**src/rtl/tcd_pkg.sv**
```systemverilog
`default_nettype none
// ============================================================================
//  Module      : tcd_pkg
//  Description : Shared types and constants for the TCD1304 frame controller.
//                Contains the FSM state encoding, bus widths and the default
//                sensor timing.
//  Revision    : 1.0 - initial release
// ============================================================================
package tcd_pkg;

  // Bus widths
  localparam int ADC_W = 12;
  localparam int IDX_W = 12;
  localparam int TMR_W = 16;

  // Default sensor timing, in clk cycles
  localparam int DEF_FM_HALF    = 12;
  localparam int DEF_N_PIX      = 3694;
  localparam int DEF_ICG_LEAD   = 10;
  localparam int DEF_SH_WIDTH   = 50;
  localparam int DEF_ICG_TRAIL  = 50;
  localparam int DEF_SAMPLE_OFS = 48;

  // Frame sequencer states
  typedef enum logic [2:0] {
    ST_IDLE      = 3'd0,
    ST_ICG_LEAD  = 3'd1,
    ST_SH_PULSE  = 3'd2,
    ST_ICG_TRAIL = 3'd3,
    ST_READOUT   = 3'd4,
    ST_GAP       = 3'd5
  } tcd_state_t;

  // One pixel occupies four fM periods
  function automatic int slot_len(input int fm_half);
    return 8 * fm_half;
  endfunction

endpackage
`default_nettype wire

```
**src/rtl/tcd_fm_gen.sv**
```systemverilog
`default_nettype none
// ============================================================================
//  Module      : tcd_fm_gen
//  Description : Free-running divider for the sensor master clock fM. Toggles
//                tcd_fm every FM_HALF clk cycles and flags the cycle in which
//                tcd_fm is about to go 0->1.
//  Revision    : 1.0 - initial release
// ============================================================================
module tcd_fm_gen #(
  parameter int FM_HALF = 12
) (
  input  logic clk,
  input  logic rst_n,
  output logic tcd_fm,
  output logic fm_rise
);

  localparam int CNT_W = (FM_HALF > 1) ? $clog2(FM_HALF) : 1;

  logic [CNT_W-1:0] cnt;
  logic             wrap;

  assign wrap    = (cnt == CNT_W'(FM_HALF - 1));
  // High in the cycle whose closing edge drives tcd_fm high, so registered
  // logic that acts on it changes on the same edge as fM.
  assign fm_rise = wrap & ~tcd_fm;

  // Half-period counter and fM toggle
  always_ff @(posedge clk or negedge rst_n) begin
    if (!rst_n) begin
      cnt    <= '0;
      tcd_fm <= 1'b0;
    end else if (wrap) begin
      cnt    <= '0;
      tcd_fm <= ~tcd_fm;
    end else begin
      cnt    <= cnt + 1'b1;
    end
  end

endmodule
`default_nettype wire

```
**src/rtl/tcd_frame_ctrl.sv**
```systemverilog
`default_nettype none
// ============================================================================
//  Module      : tcd_frame_ctrl
//  Description : TCD1304 timing generator and ADC sequencer. Produces fM, SH
//                and ICG, requests one conversion per pixel slot and emits a
//                numbered pixel stream with frame markers.
//  Revision    : 1.0 - initial release
// ============================================================================
module tcd_frame_ctrl
  import tcd_pkg::*;
#(
  parameter int FM_HALF    = DEF_FM_HALF,
  parameter int N_PIX      = DEF_N_PIX,
  parameter int ICG_LEAD   = DEF_ICG_LEAD,
  parameter int SH_WIDTH   = DEF_SH_WIDTH,
  parameter int ICG_TRAIL  = DEF_ICG_TRAIL,
  parameter int SAMPLE_OFS = DEF_SAMPLE_OFS
) (
  input  logic             clk,
  input  logic             rst_n,
  input  logic             enable,
  input  logic [15:0]      gap_cycles,
  output logic             tcd_fm,
  output logic             tcd_sh,
  output logic             tcd_icg,
  output logic             adc_start,
  input  logic             adc_done,
  input  logic [ADC_W-1:0] adc_data,
  output logic             pixel_valid,
  output logic [ADC_W-1:0] pixel_data,
  output logic [IDX_W-1:0] pixel_index,
  output logic             frame_start,
  output logic             frame_done,
  output logic             overrun,
  output logic             busy
);

  localparam int SLOT_LEN = slot_len(FM_HALF);
  localparam int SLOT_W   = $clog2(SLOT_LEN);

  // ---------------------------------------------------------------------------
  // Elaboration-time parameter checks
  // ---------------------------------------------------------------------------
  if (SAMPLE_OFS < 0 || SAMPLE_OFS >= SLOT_LEN) begin : g_bad_sample_ofs
    $error("tcd_frame_ctrl: SAMPLE_OFS must lie inside the pixel slot");
  end
  if (FM_HALF < 1) begin : g_bad_fm_half
    $error("tcd_frame_ctrl: FM_HALF must be at least 1");
  end
  if (N_PIX < 1 || N_PIX > (1 << IDX_W)) begin : g_bad_n_pix
    $error("tcd_frame_ctrl: N_PIX does not fit the pixel index");
  end
  if (ICG_LEAD < 1 || SH_WIDTH < 1 || ICG_TRAIL < 1 ||
      ICG_LEAD > (1 << TMR_W) || SH_WIDTH > (1 << TMR_W) ||
      ICG_TRAIL > (1 << TMR_W)) begin : g_bad_gate_timing
    $error("tcd_frame_ctrl: gate timing out of range");
  end

  tcd_state_t        state;
  logic [TMR_W-1:0]  timer;
  logic [15:0]       gap_lat;
  logic [SLOT_W-1:0] slot;
  logic [IDX_W-1:0]  slot_idx;
  logic              awaiting;
  logic              idx_catchup;
  logic              fm_rise;

  logic              slot_end;
  logic              last_pix;
  logic              accept;
  logic              gap_end;
  logic              launch;

  tcd_fm_gen #(
    .FM_HALF (FM_HALF)
  ) u_fm_gen (
    .clk     (clk),
    .rst_n   (rst_n),
    .tcd_fm  (tcd_fm),
    .fm_rise (fm_rise)
  );

  assign slot_end = (slot == SLOT_W'(SLOT_LEN - 1));
  assign last_pix = (slot_idx == IDX_W'(N_PIX - 1));
  assign accept   = awaiting & adc_done;
  // A latched gap of zero still spends one cycle in GAP
  assign gap_end  = (gap_lat == 16'd0) || (timer == gap_lat - 16'd1);
  // A frame begins from IDLE or straight out of GAP; both look identical
  assign launch   = enable && ((state == ST_IDLE) || (state == ST_GAP && gap_end));
  assign busy     = (state != ST_IDLE);

  // Frame sequencer with registered sensor, ADC and pixel-stream outputs
  always_ff @(posedge clk or negedge rst_n) begin
    if (!rst_n) begin
      state       <= ST_IDLE;
      timer       <= '0;
      gap_lat     <= '0;
      slot        <= '0;
      slot_idx    <= '0;
      awaiting    <= 1'b0;
      idx_catchup <= 1'b0;
      tcd_sh      <= 1'b0;
      tcd_icg     <= 1'b1;
      adc_start   <= 1'b0;
      pixel_valid <= 1'b0;
      pixel_data  <= '0;
      pixel_index <= '0;
      frame_start <= 1'b0;
      frame_done  <= 1'b0;
      overrun     <= 1'b0;
    end else begin
      adc_start   <= 1'b0;
      pixel_valid <= 1'b0;
      frame_start <= 1'b0;
      frame_done  <= 1'b0;

      // Index was held for one cycle so a slot-end sample carried its own
      // number; bring it forward to the running slot now.
      if (idx_catchup) begin
        pixel_index <= slot_idx;
        idx_catchup <= 1'b0;
      end

      if (launch) begin
        state       <= ST_ICG_LEAD;
        timer       <= '0;
        tcd_icg     <= 1'b0;
        frame_start <= 1'b1;
        gap_lat     <= gap_cycles;
        overrun     <= 1'b0;
        awaiting    <= 1'b0;
      end else begin
        case (state)
          ST_ICG_LEAD: begin
            if (timer == TMR_W'(ICG_LEAD - 1)) begin
              state  <= ST_SH_PULSE;
              timer  <= '0;
              tcd_sh <= 1'b1;
            end else begin
              timer  <= timer + 1'b1;
            end
          end

          ST_SH_PULSE: begin
            if (timer == TMR_W'(SH_WIDTH - 1)) begin
              state  <= ST_ICG_TRAIL;
              timer  <= '0;
              tcd_sh <= 1'b0;
            end else begin
              timer  <= timer + 1'b1;
            end
          end

          ST_ICG_TRAIL: begin
            // Minimum trail elapsed: hold until fM rises so readout slots
            // stay phase-locked to the sensor clock.
            if (timer >= TMR_W'(ICG_TRAIL - 1)) begin
              if (fm_rise) begin
                state       <= ST_READOUT;
                tcd_icg     <= 1'b1;
                slot        <= '0;
                slot_idx    <= '0;
                pixel_index <= '0;
                idx_catchup <= 1'b0;
                if (SAMPLE_OFS == 0) begin
                  adc_start <= 1'b1;
                  awaiting  <= 1'b1;
                end
              end
            end else begin
              timer <= timer + 1'b1;
            end
          end

          ST_READOUT: begin
            if (accept) begin
              pixel_valid <= 1'b1;
              pixel_data  <= adc_data;
              awaiting    <= 1'b0;
            end

            if (slot_end) begin
              slot <= '0;
              if (awaiting && !adc_done) begin
                overrun  <= 1'b1;
                awaiting <= 1'b0;
              end
              if (last_pix) begin
                state <= ST_GAP;
                timer <= '0;
              end else begin
                slot_idx <= slot_idx + 1'b1;
                if (accept) begin
                  idx_catchup <= 1'b1;
                end else begin
                  pixel_index <= slot_idx + 1'b1;
                end
                if (SAMPLE_OFS == 0) begin
                  adc_start <= 1'b1;
                  awaiting  <= 1'b1;
                end
              end
            end else begin
              slot       <= slot + 1'b1;
              frame_done <= last_pix && (slot == SLOT_W'(SLOT_LEN - 2));
              if (SAMPLE_OFS != 0 && slot == SLOT_W'(SAMPLE_OFS - 1)) begin
                adc_start <= 1'b1;
                awaiting  <= 1'b1;
              end
            end
          end

          ST_GAP: begin
            // launch covers the enabled exit; here only the stop path
            if (gap_end) begin
              state <= ST_IDLE;
            end else begin
              timer <= timer + 1'b1;
            end
          end

          default: begin
            state <= ST_IDLE;
          end
        endcase
      end
    end
  end

endmodule
`default_nettype wire

```
**config.mk**
```make
export PLATFORM = sky130hd
export DESIGN_NAME = tcd_frame_ctrl
export DESIGN_NICKNAME = d
export VERILOG_FILES = /design/src/rtl/tcd_pkg.sv /design/src/rtl/tcd_fm_gen.sv /design/src/rtl/tcd_frame_ctrl.sv
export SDC_FILE = /design/constraint.sdc
export NUM_CORES = 1
export LEC_CHECK = 0
export CELL_PAD_IN_SITES_DETAIL_PLACEMENT = 1
export CELL_PAD_IN_SITES_GLOBAL_PLACEMENT = 1
export CORE_UTILIZATION = 43
export CTS_CLUSTER_SIZE = 8
export DETAILED_ROUTE_END_ITERATION = 8
export HOLD_SLACK_MARGIN = 0.15
export PLACE_DENSITY = 0.83
export SLEW_MARGIN = 20
export SYNTH_ARGS = -nofsm -noshare
export SYNTH_HDL_FRONTEND = slang
export SYNTH_SLANG_ARGS = --single-unit
```
**constraint.sdc**
```tcl
create_clock -name clk -period 3.1 [get_ports clk]
set_input_delay 0.31 -clock clk [delete_from_list [all_inputs] [get_ports clk]]
set_output_delay 0.31 -clock clk [all_outputs]
set_load 0.01 [all_outputs]
```
# --- Word-level counts from Yosys, hierarchy flattened ---
# Index checks and enable logic that the tools add are counted.
word_totals:
  regBits: 92
  inputBits: 32
  elab_cells: 150
classes:
  add_sub_neg: 5
  magnitude_cmp: 1
  eq_ne: 28
  mux: 67
  bitwise_logic: 4
  n_reduce_logical: 27
op_table:
  columns: ["cell", "n"]
  rows:
  - ["$mux W12", 11]
  - ["$mux W16", 7]
  - ["$pmux W16 S5", 1]
  - ["$pmux W12 S2", 2]
  - ["$mux W1", 31]
  - ["$ne A3 B3 Y1 const B", 9]
  - ["$mux W3", 8]
  - ["$mux W7", 3]
  - ["$add A16 B1 Y16 const B", 1]
  - ["$eq A16 B16 Y1", 1]
  - ["$eq A16 B4 Y1 const B", 1]
  - ["$eq A16 B6 Y1 const B", 1]
  - ["$ge A16 B6 Y1 const B", 1]
  - ["$logic_not A16 Y1", 1]
  - ["$reduce_bool A2 Y1", 8]
  - ["$sub A16 B1 Y16 const B", 1]
  - ["$pmux W3 S5", 1]
  - ["$eq A7 B7 Y1 const B", 2]
  - ["$pmux W7 S2", 1]
  - ["$add A12 B1 Y12 const B", 1]
  - ["$eq A12 B12 Y1 const B", 1]
  - ["$ne A2 B2 Y1 const B", 6]
  - ["$reduce_and A3 Y1", 3]
  - ["$reduce_and A4 Y1", 2]
  - ["20 further kinds", 28]

# --- Depth between registers and ports, before layout ---
depth:
  depth_word: 8
  mapped_depth: 11
  mapped_depth_nobuf: 10

# --- Cells and area by module ---
# A second synthesis with hierarchy kept.
unflattened:
  hier_cells: 534
  hier_area_um2: 5356.4
by_module_without_submodules:
  columns: ["module", "n_inst", "cells_per_inst", "area_per_inst_um2"]
  rows:
  - ["tcd_frame_ctrl", 1, 517, 5143.7]
  - ["tcd_fm_gen", 1, 17, 212.7]

# --- Least setup slack after synthesis ---
# Ideal clock, no wire load.
synth_path:
  kind: "flip-flop to flip-flop"
  start: "reg gap_lat[0]"
  end: "reg timer[13]"
  setup_time_ns: 0.086
  arrival_time_ns: 2.706
  required_ns: 3.014
  slack_ns: 0.309
  stages_incl_launch_ff: 12
  n_path_buf: 1
  synth_period_minus_slack_ns: 2.791
  path_cell_list: "dfrtp_1 inv_1 ha_1 xor2_1 nand2_1 or4_1 nor4_1 a41o_2 a311oi_4 a41o_4 buf_6 o221ai_2"
synth_via:
  elab_chain_len: 8
  word_cells_on_any_way: 14
  cone_classes: "add/sub: 1; eq/ne: 5; mux: 1; reduce/logical: 7"
synth_lines:
  columns: ["element", "line_no", "source"]
  rows:
  - ["start: declaration", "tcd_frame_ctrl.sv:61", "logic [15:0] gap_lat;"]
  - ["start signal: assignment", "tcd_frame_ctrl.sv:129", "gap_lat <= gap_cycles;"]
  - ["$sub A16 B1 Y16", "tcd_frame_ctrl.sv:87", "assign gap_end = (gap_lat == 16'd0) || (timer == gap_lat - 16'd1);"]
  - ["$eq A16 B16 Y1", "tcd_frame_ctrl.sv:87", null]
  - ["$logic_or A1 B1 Y1 (*)", "tcd_frame_ctrl.sv:87", null]
  - ["$logic_and A1 B1 Y1", "tcd_frame_ctrl.sv:89", "assign launch = enable && ((state == ST_IDLE) || (state == ST_GAP && gap_end));"]
  - ["$logic_or A1 B1 Y1", "tcd_frame_ctrl.sv:89", null]
  - ["$logic_and A1 B1 Y1", "tcd_frame_ctrl.sv:89", null]
  - ["$ne A3 B3 Y1 (no line) / $reduce_bool A6 Y1 (equally long branches)", null, null]
  - ["$reduce_and A5 Y1 (no line)", null, null]
  - ["end signal: assignment", "tcd_frame_ctrl.sv:140", "timer <= timer + 1'b1;"]
  - ["end signal: assignment", "tcd_frame_ctrl.sv:150", "timer <= timer + 1'b1;"]
  - ["end signal: assignment", "tcd_frame_ctrl.sv:171", "timer <= timer + 1'b1;"]
  - ["end: declaration", "tcd_frame_ctrl.sv:60", "logic [TMR_W-1:0] timer;"]
# Mark *: on every way between the ends. The rest lies on a longest branch, timed or not.
# A chain may end at the register's enable or synchronous reset.

# --- Final worst setup path ---
layout_path:
  start: "reg gap_lat[9]"
  end: "reg gap_lat[1]"
layout_via:
  elab_chain_len: 6
  word_cells_on_any_way: 7
  cone_classes: "add/sub: 1; eq/ne: 1; reduce/logical: 5"
layout_lines:
  columns: ["element", "line_no"]
  rows:
  - ["$sub A16 B1 Y16", "tcd_frame_ctrl.sv:87"]
  - ["$eq A16 B16 Y1", "tcd_frame_ctrl.sv:87"]
  - ["$logic_or A1 B1 Y1 (*)", "tcd_frame_ctrl.sv:87"]
  - ["$logic_and A1 B1 Y1 (*)", "tcd_frame_ctrl.sv:89"]
  - ["$logic_or A1 B1 Y1 (*)", "tcd_frame_ctrl.sv:89"]
  - ["$logic_and A1 B1 Y1 (*)", "tcd_frame_ctrl.sv:89"]
# Marks and branches as above.

==> qor.log <==
INFO  floorplanning  rows=40
INFO  worst_hold_path timing.hold.worst_path_depth=1
INFO  synthesis      synth_largest_type_area_fraction=43.0%
INFO  cts            total_clock_buffers_created_by_cts=9
INFO  sta            minimum_period_implied_by_the_final_worst_setup_slack=2.96ns
INFO  sta            worst_setup_slack_after_layout=0.144ns
INFO  job            timing.max_cap.violations=0
INFO  run_status     run_status=complete, no violations
INFO  floorplanning  die-area=0.0128mm²
INFO  synthesis      synth_top_flop_cell=sky130_fd_sc_hd__dfrtp_1
INFO  worst_setup_path timing.reg2reg.setup_slack=0.14ns
INFO  worst_hold_path timing.hold.worst.class=reg2reg
INFO  floorplanning  die_w=113µm
INFO  cts            clock_sinks=92
INFO  synthesis      xor_xnor_share_of_the_synthesized_area=5.29%
INFO  synthesis      synth_top_family_by_area=simple AND/OR/NAND/NOR gates
INFO  worst_hold_path hp-start=u_fm_gen.cnt[0]
INFO  worst_setup_path crit_arrival=3.18ns
INFO  synthesis      combined_area_of_all_synthesized_cells=0.00530mm²
INFO  routing        ant_nets_after_route=0
INFO  worst_setup_path critical_path.reg2reg.endpoint=gap_lat[1]
INFO  cts            clock_insertion_delay_worst_skew=0.34ns
INFO  cts            worst_setup_hold_path_clk_slew=0.06ns
INFO  power          ir_worst_vdd=0.242mV
INFO  global_route   total_routing_usage_gr=25.4%
INFO  placed_design  buffer_ports.inserted=64
INFO  power          power_density=390mW/mm²
INFO  sta            finalClockSkew=0.00826ns
INFO  synthesis      synth_enable_flop_cells=0
INFO  cts            cts_tree=done
INFO  sta            worst-slew-pin-transition=0.703ns
INFO  floorplanning  num_io_pins=65
INFO  placed_design  pre_cts_slack=-0.0170ns
INFO  sta            slew_violations=0
INFO  synthesis      synth_nets=598
INFO  routing        drtPass1Iterations=4
INFO  sta            layout_worst_path_cycle_share=95.4%
INFO  synthesis      synth_seq_cells=92
INFO  worst_setup_path path_cells=or4_1, nor4_1, o22ai_1, nor4_2, a41oi_1, o21ai_2, nand2_1, buf_12, mux2_2
INFO  final_layout   filler_cell_count=1363
INFO  worst_setup_path cp-start-kind=flip-flop
INFO  placed_design  dp_hpwl=11100µm
INFO  routing        post_drt_wl_per_cell=19.9µm
INFO  sta            unrepaired_setup_endpoints_after_global_routing=yes
INFO  global_route   grt_max_degree=40
INFO  floorplanning  design.core.area=0.0120mm²
INFO  worst_hold_path timing.hold.worst_endpoint=u_fm_gen.cnt[0]
INFO  synthesis      netlist_top_cells_count=sky130_fd_sc_hd__dfrtp_1, sky130_fd_sc_hd__nand2_1, sky130_fd_sc_hd__nor2_1
INFO  worst_setup_path slowest_stage=sky130_fd_sc_hd__or4_1
INFO  global_route   grt.overflow.total=0
INFO  synthesis      synth-compound-area-share=15.5%
INFO  worst_setup_path r2r_start=gap_lat[9]
INFO  routing        route.detailed.vias_per_inst=5.94
INFO  placed_design  place_congestion=0.838
INFO  routing        routed-via-count=4629
INFO  synthesis      synthMostInstantiatedCell=sky130_fd_sc_hd__dfrtp_1
INFO  worst_setup_path critical-path-max-stage-delay=0.63ns
INFO  cts            clk_path_buf_depth=2
INFO  worst_setup_path critical_path_class=reg2reg
INFO  sta            total_negative_setup_slack=0ns
INFO  synthesis      synth.top_cells.by_area=sky130_fd_sc_hd__dfrtp_1, sky130_fd_sc_hd__mux2_2, sky130_fd_sc_hd__o21ai_0
INFO  routing        routed_wirelength=15500µm
INFO  cts            post_cts.repair.setup_buffers=0
INFO  synthesis      library_cell_occupying_the_most_area_in_the_post_synthesis_netlist=sky130_fd_sc_hd__dfrtp_1
INFO  sta            hold_violations=0
INFO  worst_setup_path cp.required=3.32ns
INFO  placed_design  dpl.cell_count=761
INFO  synthesis      avgSynthCellArea=9.51µm²
INFO  synthesis      yosys-mux-area-fraction=8.93%
INFO  routing        detailedRoute.firstIterationViolations=260
INFO  worst_setup_path worst_r2r_path_depth=9
INFO  final_layout   post_route_insts_no_fill=779
INFO  synthesis      synthArstFlopShare=100%
INFO  global_route   grt_pass1_wl=25500µm
INFO  final_layout   layout-drive-gt1-share=16.6%
INFO  worst_setup_path worstSetupEndpointType=flip-flop
INFO  synthesis      synthesis.yosys.warnings=0
INFO  final_layout   fin_util=54.7%
INFO  synthesis      arithmetic_cell_share_of_the_synthesized_area_counting_full_adders_half_adders_and_majority_gates=2.13%
INFO  synthesis      synth_cell_type_count=59
INFO  global_route   grt_antenna_before_repair=0
INFO  final_layout   final_nets=668
INFO  floorplanning  floorplan.initialDensity=44.1%
INFO  final_layout   areaGrowthSynthToFinish=24.1%
INFO  sta            timing.max_slew.rel_slack=53.1%
INFO  sta            setup_viol=0
INFO  floorplanning  die_height=113µm
INFO  sta            fmax=338MHz
INFO  final_layout   antenna_cells=0
INFO  synthesis      synth-seq-area-share=43.5%
INFO  worst_setup_path timing.critical_path.fanout_max=20
INFO  routing        drt_drc_violations_left=0
INFO  power          power.static_leakage=2.73nW
INFO  cts            htree_levels=3
INFO  cts            clk_root_buffer_cell=sky130_fd_sc_hd__clkbuf_16
INFO  synthesis      post_synthesis_share_of_cell_area_spent_on_and_or_nand_and_nor_gates=20.0%
INFO  synthesis      syn_inst=557
INFO  global_route   first_global_vias=4923
-- registers in the layout (all words and copies together), names as in the netlist --
name	flops
slot	7
gap_lat	16
idx_catchup	1
pixel_index	12
frame_done	1
adc_start	1
tcd_icg	1
tcd_sh	1
state	3
slot_idx	12
awaiting	1
timer	16
u_fm_gen.tcd_fm	1
frame_start	1
pixel_data	12
u_fm_gen.cnt	4
overrun	1
pixel_valid	1
-- worst max path at each step --
stage                start           to  slack [ns]  depth (start not counted)
2_1_floorplan   gap_lat[0]    timer[13]        0.31                         11
3_3_place_gp    gap_lat[0]   gap_lat[6]        0.16                         11
3_5_place_dp    gap_lat[0]  gap_lat[12]       -0.02                         11
4_1_cts        slot_idx[1]      slot[6]        0.02                         12
5_1_grt         gap_lat[1]   gap_lat[1]       0.009                         11
6_report        gap_lat[9]   gap_lat[1]        0.14                          9
-- logic make-up (layout without fill, tap and decap cells) --
kind of cell / count (synthesis) / count (layout)
xor+xnor: 32 / 32
fa+ha+maj: 9 / 9
mux: 43 / 43
simple gates: 210 / 210
buf+inv: 58 / 132
compound gates: 113 / 114
flops: 92 / 92
-- cells in the final DEF (no fill, tap or decap), types with 4 or more instances in the layout --
master                             n
sky130_fd_sc_hd__xnor2_1          18
sky130_fd_sc_hd__or2_2             4
sky130_fd_sc_hd__o21ai_0          37
sky130_fd_sc_hd__o31ai_1           9
sky130_fd_sc_hd__mux2i_1           9
sky130_fd_sc_hd__inv_1            29
sky130_fd_sc_hd__nor2_1           49
sky130_fd_sc_hd__ha_1              9
sky130_fd_sc_hd__buf_4            22
sky130_fd_sc_hd__nand3_1          35
sky130_fd_sc_hd__or4_1             4
sky130_fd_sc_hd__o21ai_1           5
sky130_fd_sc_hd__a21oi_1          14
sky130_fd_sc_hd__dfrtp_1          90
sky130_fd_sc_hd__o22ai_1           4
sky130_fd_sc_hd__nor4_1            7
sky130_fd_sc_hd__nor2b_1           5
sky130_fd_sc_hd__mux2_2           34
sky130_fd_sc_hd__nand4_1           6
sky130_fd_sc_hd__nor3_1           14
sky130_fd_sc_hd__o221ai_2          8
sky130_fd_sc_hd__nand2_1          50
sky130_fd_sc_hd__and2_1            4
sky130_fd_sc_hd__clkdlybuf4s50_1  63
sky130_fd_sc_hd__clkbuf_16         9
sky130_fd_sc_hd__xor2_1           14
sky130_fd_sc_hd__nand3b_1          7
sky130_fd_sc_hd__o211ai_1          8
sky130_fd_sc_hd__nand2b_1          6
-- metrics by stage --
step | area (µm²) | hold slack (ns) | power (mW)
floorplan | 5300 | 0.0144 | 1.23
global placement | 6160 | 0.311 | 1.29
detailed placement | 6160 | 0.313 | 1.30
CTS | 6530 | 0.478 | 2.59
global route | 6570 | 0.507 | 2.63
finish | 6570 | 0.472 | 2.56
-- per-layer routing --
| layer | up-vias | part of all wire [%] | track usage [%] |
|---|---|---|---|
| li1 | 2135 | - | - |
| met1 | 2384 | 45 | 33.9 |
| met2 | 87 | 50 | 42.6 |
| met3 | 23 | 3.1 | 3.91 |
| met4 | 0 | 1.7 | 7.98 |
| met5 | - | 0 | 0 |
-- cell type report --
type	instances	area, µm²	area share (%)
Tap cell	147	184	2.80
Sequential cell	92	2300	35.1
Timing Repair Buffer	87	826	12.6
Clock inverter	6	111	1.69
Multi-Input combinational cell	408	2800	42.6
Inverter	29	109	1.66
Clock buffer	10	239	3.64
-- where the power goes --
group / total [mW] / internal (mW) / switching (mW)
combinational: 0.0715 / 0.0380 / 0.0335
sequential: 1.20 / 1.20 / 0.000608
clock: 1.29 / 0.810 / 0.478
-- critical path, delay by kind of cell (launching register included) --
kind / cells / cell delay, ns
DFF: 1 / 0.49
AOI/OAI and AO/OA: 3 / 0.56
muxes: 1 / 0.28
buffers and inverters: 1 / 0.18
and+or+nand+nor: 4 / 1.32
-- timing repair --
action | 4_1_cts | 5_1_grt
resized for setup | 1 | 11
pin swaps | 0 | 2
hold buffers | 1 | 0
endpoints found under the setup margin | 16 | 48
gates cloned | 0 | 1
endpoints found under the hold margin | 36 | 0
No activity file was read; power rests on OpenSTA's default activity.
